$ cat config.mk
export PLATFORM = sky130hd
export DESIGN_NAME = lamp_arbiter_flat
export DESIGN_NICKNAME = d
export VERILOG_FILES = /design/src/rtl/lamp_arbiter_if.sv /design/src/rtl/lamp_arbiter.sv /design/src/flat_wrapper.sv
export SDC_FILE = /design/constraint.sdc
export NUM_CORES = 1
export LEC_CHECK = 0
export ABC_AREA = 1
export ABC_CLOCK_PERIOD_IN_PS = 2700
export BUFFER_PORTS_ARGS = -buffer_cell sky130_fd_sc_hd__buf_2
export CORE_MARGIN = 2
export CORE_UTILIZATION = 63
export DETAILED_ROUTE_END_ITERATION = 12
export PLACE_DENSITY = 0.81
export SETUP_SLACK_MARGIN = 0.1
export SYNTH_ARGS = -nofsm -noshare
export SYNTH_HDL_FRONTEND = slang
export SYNTH_SLANG_ARGS = --single-unit
$ cat constraint.sdc
create_clock -name clk_i -period 2.7 [get_ports clk_i]
set_input_delay 0.135 -clock clk_i [delete_from_list [all_inputs] [get_ports clk_i]]
set_output_delay 0.135 -clock clk_i [all_outputs]
set_load 0.01 [all_outputs]
$ cat src/rtl/lamp_arbiter_if.sv
// Lamp arbiter signal bundle: controller/score/attract requests in, lamp drive and status out.
// The master side is the controller; the slave side is the arbiter itself.
interface lamp_arbiter_if;
  logic [1:0] ctrl_out;
  logic       ctrl_ena;
  logic       show_score;
  logic [4:0] score;
  logic       game_active;
  logic [1:0] lamp;
  logic       lamp_ena;
  logic       busy;
  logic [1:0] src;

  modport master (
    output ctrl_out, ctrl_ena, show_score, score, game_active,
    input  lamp, lamp_ena, busy, src
  );

  modport slave (
    input  ctrl_out, ctrl_ena, show_score, score, game_active,
    output lamp, lamp_ena, busy, src
  );
endinterface

$ cat src/rtl/lamp_arbiter.sv
// Shares the lamp/tone output between the game controller, a score blinker and an attract animation.
// Define LAMP_ATTRACT_EN to build the idle timeout and the ATTRACT lamp-stepping owner.
module lamp_arbiter #(
  parameter int TW          = 25,
  parameter int GAP_CYCLES  = 4,
  parameter int ON_CYCLES   = 3_125_000,
  parameter int OFF_CYCLES  = 3_125_000,
  parameter int IDLE_CYCLES = 25_000_000,
  parameter int STEP_CYCLES = 6_250_000
) (
  input  logic           clk_i,
  input  logic           rst_ni,
  lamp_arbiter_if.slave  bus
);

  localparam logic [TW-1:0] GAP_LAST = TW'(GAP_CYCLES - 1);
  localparam logic [TW-1:0] ON_LAST  = TW'(ON_CYCLES - 1);
  localparam logic [TW-1:0] OFF_LAST = TW'(OFF_CYCLES - 1);

`ifdef LAMP_ATTRACT_EN
  localparam logic [TW-1:0] IDLE_LAST = TW'(IDLE_CYCLES - 1);
  localparam logic [TW-1:0] STEP_LAST = TW'(STEP_CYCLES - 1);
  typedef enum logic [2:0] {IDLE, CTRL, SCORE_ON, SCORE_OFF, ATTRACT, GAP} state_e;
`else
  typedef enum logic [2:0] {IDLE, CTRL, SCORE_ON, SCORE_OFF, GAP} state_e;
`endif

  state_e        state_q, state_d;
  logic [1:0]    lamp_q, lamp_d;
  logic          lamp_ena_q, lamp_ena_d;
  logic [1:0]    src_q, src_d;
  logic          busy_q, busy_d;
  logic          pend_q, pend_d;
  logic [TW-1:0] cnt_q, cnt_d;
  logic [4:0]    blink_q, blink_d;
  logic [4:0]    score_q, score_d;

`ifdef LAMP_ATTRACT_EN
  logic [TW-1:0] idle_q, idle_d;
`else
  logic unused_attract;
  assign unused_attract = bus.game_active ^ (IDLE_CYCLES != STEP_CYCLES);
`endif

  always_comb begin
    state_d    = state_q;
    lamp_d     = lamp_q;
    lamp_ena_d = 1'b0;
    src_d      = 2'd0;
    cnt_d      = cnt_q;
    blink_d    = blink_q;
    pend_d     = pend_q;
    score_d    = score_q;
`ifdef LAMP_ATTRACT_EN
    idle_d     = '0;
`endif
    case (state_q)
      IDLE: begin
        if (bus.ctrl_ena) begin
          state_d    = CTRL;
          lamp_d     = bus.ctrl_out;
          lamp_ena_d = 1'b1;
          src_d      = 2'd1;
        end else if (pend_q) begin
          if (score_q == 5'd0) begin
            pend_d = 1'b0;
          end else begin
            state_d    = SCORE_ON;
            lamp_d     = 2'b00;
            lamp_ena_d = 1'b1;
            src_d      = 2'd2;
            cnt_d      = '0;
            blink_d    = 5'd1;
          end
        end
`ifdef LAMP_ATTRACT_EN
        else if (!bus.show_score && !bus.game_active) begin
          if (idle_q >= IDLE_LAST) begin
            state_d    = ATTRACT;
            lamp_d     = 2'b00;
            lamp_ena_d = 1'b1;
            src_d      = 2'd3;
            cnt_d      = '0;
          end else begin
            idle_d = idle_q + TW'(1);
          end
        end
`endif
      end
      CTRL: begin
        lamp_d     = bus.ctrl_out;
        lamp_ena_d = bus.ctrl_ena;
        if (bus.ctrl_ena) src_d = 2'd1;
        else              state_d = IDLE;
      end
      SCORE_ON: begin
        if (bus.ctrl_ena) begin
          state_d = GAP;
          cnt_d   = '0;
          pend_d  = 1'b0;
        end else begin
          src_d = 2'd2;
          if (cnt_q == ON_LAST) begin
            state_d = SCORE_OFF;
            cnt_d   = '0;
          end else begin
            lamp_ena_d = 1'b1;
            cnt_d      = cnt_q + TW'(1);
          end
        end
      end
      SCORE_OFF: begin
        if (bus.ctrl_ena) begin
          state_d = GAP;
          cnt_d   = '0;
          pend_d  = 1'b0;
        end else if (cnt_q == OFF_LAST) begin
          if (blink_q == score_q) begin
            state_d = IDLE;
            pend_d  = 1'b0;
          end else begin
            state_d    = SCORE_ON;
            blink_d    = blink_q + 5'd1;
            lamp_ena_d = 1'b1;
            src_d      = 2'd2;
            cnt_d      = '0;
          end
        end else begin
          src_d = 2'd2;
          cnt_d = cnt_q + TW'(1);
        end
      end
`ifdef LAMP_ATTRACT_EN
      ATTRACT: begin
        if (bus.ctrl_ena || bus.show_score || bus.game_active) begin
          state_d = GAP;
          cnt_d   = '0;
          pend_d  = 1'b0;
        end else begin
          src_d      = 2'd3;
          lamp_ena_d = 1'b1;
          if (cnt_q == STEP_LAST) begin
            lamp_d = lamp_q + 2'd1;
            cnt_d  = '0;
          end else begin
            cnt_d = cnt_q + TW'(1);
          end
        end
      end
`endif
      GAP: begin
        if (cnt_q == GAP_LAST) begin
          if (bus.ctrl_ena) begin
            state_d    = CTRL;
            lamp_d     = bus.ctrl_out;
            lamp_ena_d = 1'b1;
            src_d      = 2'd1;
          end else begin
            state_d = IDLE;
          end
        end else begin
          cnt_d = cnt_q + TW'(1);
        end
      end
      default: state_d = IDLE;
    endcase

    // A new request is not taken while blinking, nor on the edge a readout starts from pending.
    if (bus.show_score && state_q != SCORE_ON && state_q != SCORE_OFF && state_d != SCORE_ON) begin
      score_d = bus.score;
      pend_d  = 1'b1;
    end

    busy_d = (state_d == SCORE_ON) || (state_d == SCORE_OFF) || (state_d == GAP) || pend_d;
  end

  always_ff @(posedge clk_i) begin
    if (!rst_ni) begin
      state_q    <= IDLE;
      lamp_q     <= 2'b11;
      lamp_ena_q <= 1'b0;
      src_q      <= 2'd0;
      busy_q     <= 1'b0;
      pend_q     <= 1'b0;
      cnt_q      <= '0;
      blink_q    <= 5'd0;
      score_q    <= 5'd0;
`ifdef LAMP_ATTRACT_EN
      idle_q     <= '0;
`endif
    end else begin
      state_q    <= state_d;
      lamp_q     <= lamp_d;
      lamp_ena_q <= lamp_ena_d;
      src_q      <= src_d;
      busy_q     <= busy_d;
      pend_q     <= pend_d;
      cnt_q      <= cnt_d;
      blink_q    <= blink_d;
      score_q    <= score_d;
`ifdef LAMP_ATTRACT_EN
      idle_q     <= idle_d;
`endif
    end
  end

  assign bus.lamp     = lamp_q;
  assign bus.lamp_ena = lamp_ena_q;
  assign bus.src      = src_q;
  assign bus.busy     = busy_q;

endmodule
$ cat src/flat_wrapper.sv
// flat-port wrapper written by rule: the top's interface ports become plain ports
module lamp_arbiter_flat 
#(
  parameter int TW          = 25,
  parameter int GAP_CYCLES  = 4,
  parameter int ON_CYCLES   = 3_125_000,
  parameter int OFF_CYCLES  = 3_125_000,
  parameter int IDLE_CYCLES = 25_000_000,
  parameter int STEP_CYCLES = 6_250_000
)
  (clk_i, rst_ni, bus_ctrl_out, bus_ctrl_ena, bus_show_score, bus_score, bus_game_active, bus_lamp, bus_lamp_ena, bus_busy, bus_src);
  lamp_arbiter_if bus_i ();
  input  logic clk_i;
  input  logic rst_ni;
  input wire logic [$bits(bus_i.ctrl_out)-1:0] bus_ctrl_out;
  input wire logic [$bits(bus_i.ctrl_ena)-1:0] bus_ctrl_ena;
  input wire logic [$bits(bus_i.show_score)-1:0] bus_show_score;
  input wire logic [$bits(bus_i.score)-1:0] bus_score;
  input wire logic [$bits(bus_i.game_active)-1:0] bus_game_active;
  output wire logic [$bits(bus_i.lamp)-1:0] bus_lamp;
  output wire logic [$bits(bus_i.lamp_ena)-1:0] bus_lamp_ena;
  output wire logic [$bits(bus_i.busy)-1:0] bus_busy;
  output wire logic [$bits(bus_i.src)-1:0] bus_src;
  assign bus_i.ctrl_out = bus_ctrl_out;
  assign bus_i.ctrl_ena = bus_ctrl_ena;
  assign bus_i.show_score = bus_show_score;
  assign bus_i.score = bus_score;
  assign bus_i.game_active = bus_game_active;
  assign bus_lamp = bus_i.lamp;
  assign bus_lamp_ena = bus_i.lamp_ena;
  assign bus_busy = bus_i.busy;
  assign bus_src = bus_i.src;
  lamp_arbiter #(.TW(TW), .GAP_CYCLES(GAP_CYCLES), .ON_CYCLES(ON_CYCLES), .OFF_CYCLES(OFF_CYCLES), .IDLE_CYCLES(IDLE_CYCLES), .STEP_CYCLES(STEP_CYCLES)) u_core (.clk_i(clk_i), .rst_ni(rst_ni), .bus(bus_i));
endmodule
=== Word-level counts from Yosys, hierarchy flattened ===
Index checks and enable logic that the tools add are counted.
W data, S select, Z words.

* Flip-flop bits (word level): 45
* Output and inout bits: 6

* Eq/ne operators: 25
* Reductions and logical operators: 14
* Multiplexer cells: 63
* Add/subtract/negate cells: 2

{| class="wikitable"
|+ Operators with widths
! cell !! number
|-
| $mux W25 || 9
|-
| $pmux W25 S4 || 1
|-
| $mux W5 || 6
|-
| $mux W2 || 14
|-
| $mux W3 || 9
|-
| $add A25 B1 Y25 const B || 1
|-
| $eq A25 B2 Y1 const B || 1
|-
| $eq A25 B22 Y1 const B || 1
|-
| $mux W1 || 18
|-
| $pmux W3 S5 || 1
|-
| $eq A3 B2 Y1 const B || 4
|-
| $ne A2 B2 Y1 const B || 6
|-
| $ne A3 B2 Y1 const B || 4
|-
| $pmux W2 S5 || 1
|-
| $pmux W5 S2 || 1
|-
| $reduce_and A7 Y1 || 1
|-
| $eq A3 B3 Y1 const B || 2
|-
| $ne A2 B1 Y1 const B || 3
|-
| $pmux W2 S3 || 1
|-
| $reduce_and A6 Y1 || 1
|-
| $add A5 B1 Y5 const B || 1
|-
| $eq A5 B5 Y1 || 1
|-
| $logic_not A5 Y1 || 1
|-
| $pmux W1 S5 || 1
|-
| 11 further kinds || 15
|}

=== Longest topological paths before layout ===
* Depth after elaboration: 9
* Depth in mapped cells: 14

=== Worst setup path after synthesis ===
Ideal clock, no wire load.

* Kind: flip-flop to flip-flop
* Start point: reg u_core.cnt_q[0]
* End point: reg u_core.score_q[0]
* Period minus slack after synthesis: 1,741 ps
* Setup time: 115 ps
* Data required time: 2,585 ps
* Arrival: 1,626 ps
* Cell stages (with the launch flop): 12
* Slack: 959 ps
* Buffers on the path: 1
* Path through: dfxtp_1 > ha_1 > nand4_1 > nor2_2 > nand3_1 > nand2_1 > nand3_1 > nor2_2 > nand2_2 > buf_6 > a21oi_1 > nor2_1

* Word-level cells in the longest chain between the ends: 6
* Elaborated cells between the ends (all ways): 10

{| class="wikitable"
|+ Ends and longest elaborated chain
! element !! RTL line !! RTL
|-
| start, declared || lamp_arbiter.sv:34 || <nowiki>logic [TW-1:0] cnt_q, cnt_d;</nowiki>
|-
| start signal, assigned || lamp_arbiter.sv:198 || <nowiki>cnt_q <= cnt_d;</nowiki>
|-
| $eq A25 B22 Y1 || lamp_arbiter.sv:103, lamp_arbiter.sv:117 ||
|-
| $mux W3, on equally long branches || lamp_arbiter.sv:117, lamp_arbiter.sv:103 ||
|-
| $mux W3, on equally long branches || lamp_arbiter.sv:113, lamp_arbiter.sv:97 ||
|-
| $pmux W3 S5 * || lamp_arbiter.sv:57 || <nowiki>case (state_q)</nowiki>
|-
| $ne A3 B2 Y1 * || lamp_arbiter.sv:169 || <nowiki>if (bus.show_score && state_q != SCORE_ON && state_q != SCORE_OFF && state_d != SCORE_ON) begin</nowiki>
|-
| $logic_and A1 B1 Y1 * || lamp_arbiter.sv:169 ||
|-
| end signal, assigned || lamp_arbiter.sv:200 || <nowiki>score_q <= score_d;</nowiki>
|-
| end, declared || lamp_arbiter.sv:36 || <nowiki>logic [4:0] score_q, score_d;</nowiki>
|}

Every way passes the cells marked *; elsewhere a longest branch is shown, timed or not.
A chain may end at the register's enable or synchronous reset.

=== Worst setup path in the final report ===
* Start point: reg u_core.state_q[1]
* End point: reg u_core.cnt_q[0]

* Word-level cells in the longest chain between the ends: 3
* Elaborated cells between the ends (all ways): 12

{| class="wikitable"
|+ Ends and longest elaborated chain
! element !! RTL line !! RTL
|-
| start, declared || lamp_arbiter.sv:28 || <nowiki>state_e state_q, state_d;</nowiki>
|-
| start signal, assigned || lamp_arbiter.sv:192 || <nowiki>state_q <= state_d;</nowiki>
|-
| $eq A3 B2 Y1 (tied with other cells) || lamp_arbiter.sv:57 ||
|-
| $ne A4 B4 Y1 (no source line) (tied with other cells) || n/a ||
|-
| $reduce_and A6 Y1 (no source line) || n/a ||
|}

Several ways; a longest one is shown, not always the timed one.

==> flow_summary.yaml <==
synthesis:
  syn_area_um2: 3230
  syn_nets: 554
  ys_seq_area_share_pct: 27.9
  yosysWarnings: 0
  syn_inst: 539
  synth_area_per_cell_um2: 5.99
  synth_cell_type_count: 33
  yosys_register_bits: 45
detailed_routing:
  viasPerCell: 5.50
  dr_total_vias: 3392
  routed_wl_mm: 8.01
  drt_iter0_markers: 221
  wl_per_cell_um: 13.0
  dr.pass1.iters: 5
  antenna_left: 0
  drc_errors: 0
clock_network:
  tritoncts: "done"
  cts_setup_buffers: 0
  cts_sinks: 45
  numCtsBuffers: 5
  path_clk_slew_ps: 90
  cts_resized: 0
  htree_levels: 2
  cts_root_buf: "clkbuf_8"
  hold_buffers: 0
  clk_latency_ps: 300
  clockBufferDepth: 2
place:
  io_buffers: 16
  dp_hpwl_mm: 5.80
  postPlaceCellArea_um2: 3310
  dp_worst_setup_slack_ps: 551
  gp_congestion: 1.03
  dpl.cell_count: 610
grt:
  track_usage_pct: 29.9
  met3_usage_pct: 4.50
  grt_pass1_wl_mm: 13.2
  antenna_found_initial: 0
  met1_usage_pct: 35.3
  overflow: 0
  grt_start_max_net_pins: 28
  grt.met2_usage_pct: 53.7
  grt_pass1_vias: 3014
  grt.busiest_layer: "met2"
pwr:
  powerDensity_nw_per_um2: 427
  p_leak_nw: 1.55
  vdd_drop_max_uv: 171
setup_path:
  crit_required_ps: 2900
  crit_path_end_kind: "register"
  r2r-start: "u_core.state_q[1]"
  crit_fanout: 27
  timing.rr.end: "u_core.cnt_q[0]"
  crit_type: "register to register"
  reg2reg_depth: 12
  r2r_setup_slack_ps: 540
  crit_start: "u_core.state_q[1]"
  arrival_ps: 2360
  crit_path_start_kind: "register"
timing:
  max_freq_mhz: 462
  fin_crit_ps: 2160
  rsz0062_at_grt: "false"
  tns_ps: 0
  hold_viol: 0
  slew_headroom_pct: 41.6
  setup_viol: 0
  max_slew.worst_pin.slew_ps: 873
  layout_setup_ws_ps: 536
  fin_skew_ps: 4.05
  period_share_pct: 80.2
  drv_slew: 0
layout:
  final_cells: 617
  antenna_cells: 0
  fin_area_um2: 3410
  n_fill_cell: 498
  regArea_um2: 901
  area_growth_syn_to_layout_pct: 5.62
  drive_above_1_share_pct: 9.32
  nNetsFinal: 562
  multi_input_area_um2: 1920
floorplan:
  coreArea_um2: 5010
  rows: 26
  ios: 18
  initial_utilization_pct: 64.5
  fp.dieH_um: 75.6
  dieArea_um2: 5710
  die_w_um: 75.6
min_path:
  worstHoldStart: "bus_ctrl_out[1]"
  whs_path_depth: 3
  worstHoldEndpoint: "u_core.bus.lamp[1]"
  hp-class: "input pin to register"
outcome:
  status: "finished, final reports clean"
job:
  cap_violations: 0
## per-layer routing
metal  up-vias  share of wire, %  wire length, um
met3        23               5.7              453
met2       125                48             3820
li1       1726                 -                -
met5         -                 0                0
met4         0               2.8              224
met1      1518                44             3510
## cell families after synthesis
logic type	after synthesis	share of synthesized area, %
AOI/OAI and AO/OA	46	8.72
xor gates and xnor gates	15	4.07
and+or+nand+nor	334	45.6
DFF	45	27.9
adders and majority gates	3	1.16
buffers and inverters	96	12.6
## layout by cell type (no fill, tap or decap), drive strengths merged
master  synthesis  layout
bufinv          0       1
nor3           13      13
o221ai          1       1
nand3b          1       1
xnor2           3       3
a31oi          16      16
clkinv          1       2
nand4          21      21
and3            1       1
dfxtp          45      45
nor2           82      82
o211ai          1       1
a21oi          21      21
o21ai           6       6
buf             9      19
inv            77      77
or2             1       1
ha              3       3
nand2         162     162
xor2           12      12
o21bai          1       1
clkbuf          9       5
nand3          53      53
## cells in the mapped netlist, drive strengths merged
cell    instances  area share [%]
clkbuf          9             1.0
nor2           82              10
nand3b          1            0.23
buf             9             2.4
nand3          53             9.1
o211ai          1            0.23
o21bai          1            0.23
nand4          21             4.1
dfxtp          45              28
nand2         162              19
xnor2           3            0.81
nor3           13             2.0
o21ai           6            0.93
inv            77             8.9
ha              3             1.2
o221ai          1            0.27
or2             1            0.19
and3            1            0.35
xor2           12             3.3
a21oi          21             3.4
a31oi          16             3.7
clkinv          1            0.12
## critical path, cell delays in order (launching register included)
cell	delay, ps
dfxtp_1	330
inv_1	80
nor2_4	350
buf_4	300
inv_1	60
nand2_1	60
nand3_1	90
a21oi_2	190
nand2_4	230
inv_2	140
nand2_1	70
nand2_1	110
a21oi_1	50
## worst max path at each step
stage	to	slack, ps	cells after the start
2_1_floorplan	u_core.score_q[0]	960	11
4_1_cts	u_core.cnt_q[0]	540	12
5_1_grt	u_core.bus.busy	230	13
3_3_place_gp	u_core.cnt_q[0]	560	12
6_report	u_core.cnt_q[0]	540	12
3_5_place_dp	u_core.cnt_q[0]	550	12
## registers in the layout, summed over array words and instances, names as in the netlist
register and flops:
u_core.bus.src 2, u_core.pend_q 1, u_core.cnt_q 25, u_core.bus.lamp 2, u_core.bus.lamp_ena 1, u_core.state_q 3, u_core.score_q 5, u_core.bus.busy 1
u_core.blink_q 5
## power by group
group	switching, mW	internal [mW]
Clock	0.233	0.269
Combinational	0.157	0.0773
Sequential	0.0246	0.694
## stage by stage
stage / util [%] / hold slack (ps) / power [mW]
after floorplan: - / 238 / 0.918
after global placement: 66.0 / 323 / 0.962
after detailed placement: 66.0 / 331 / 0.968
after CTS: 68.1 / 20.4 / 1.46
after global routing: 68.1 / 38.8 / 1.53
final: 68.1 / 22.7 / 1.46
## area by class of cell
| cell class | count | area share, % |
|---|---|---|
| repair buffers | 19 | 3.01 |
| well taps | 70 | 2.57 |
| inverters | 78 | 8.58 |
| multi-input cells | 398 | 56.4 |
| clock buffers | 5 | 2.02 |
| flip-flops and latches | 45 | 26.4 |
| clock inverters | 2 | 1.03 |
Power figures use the tool's default switching activity.
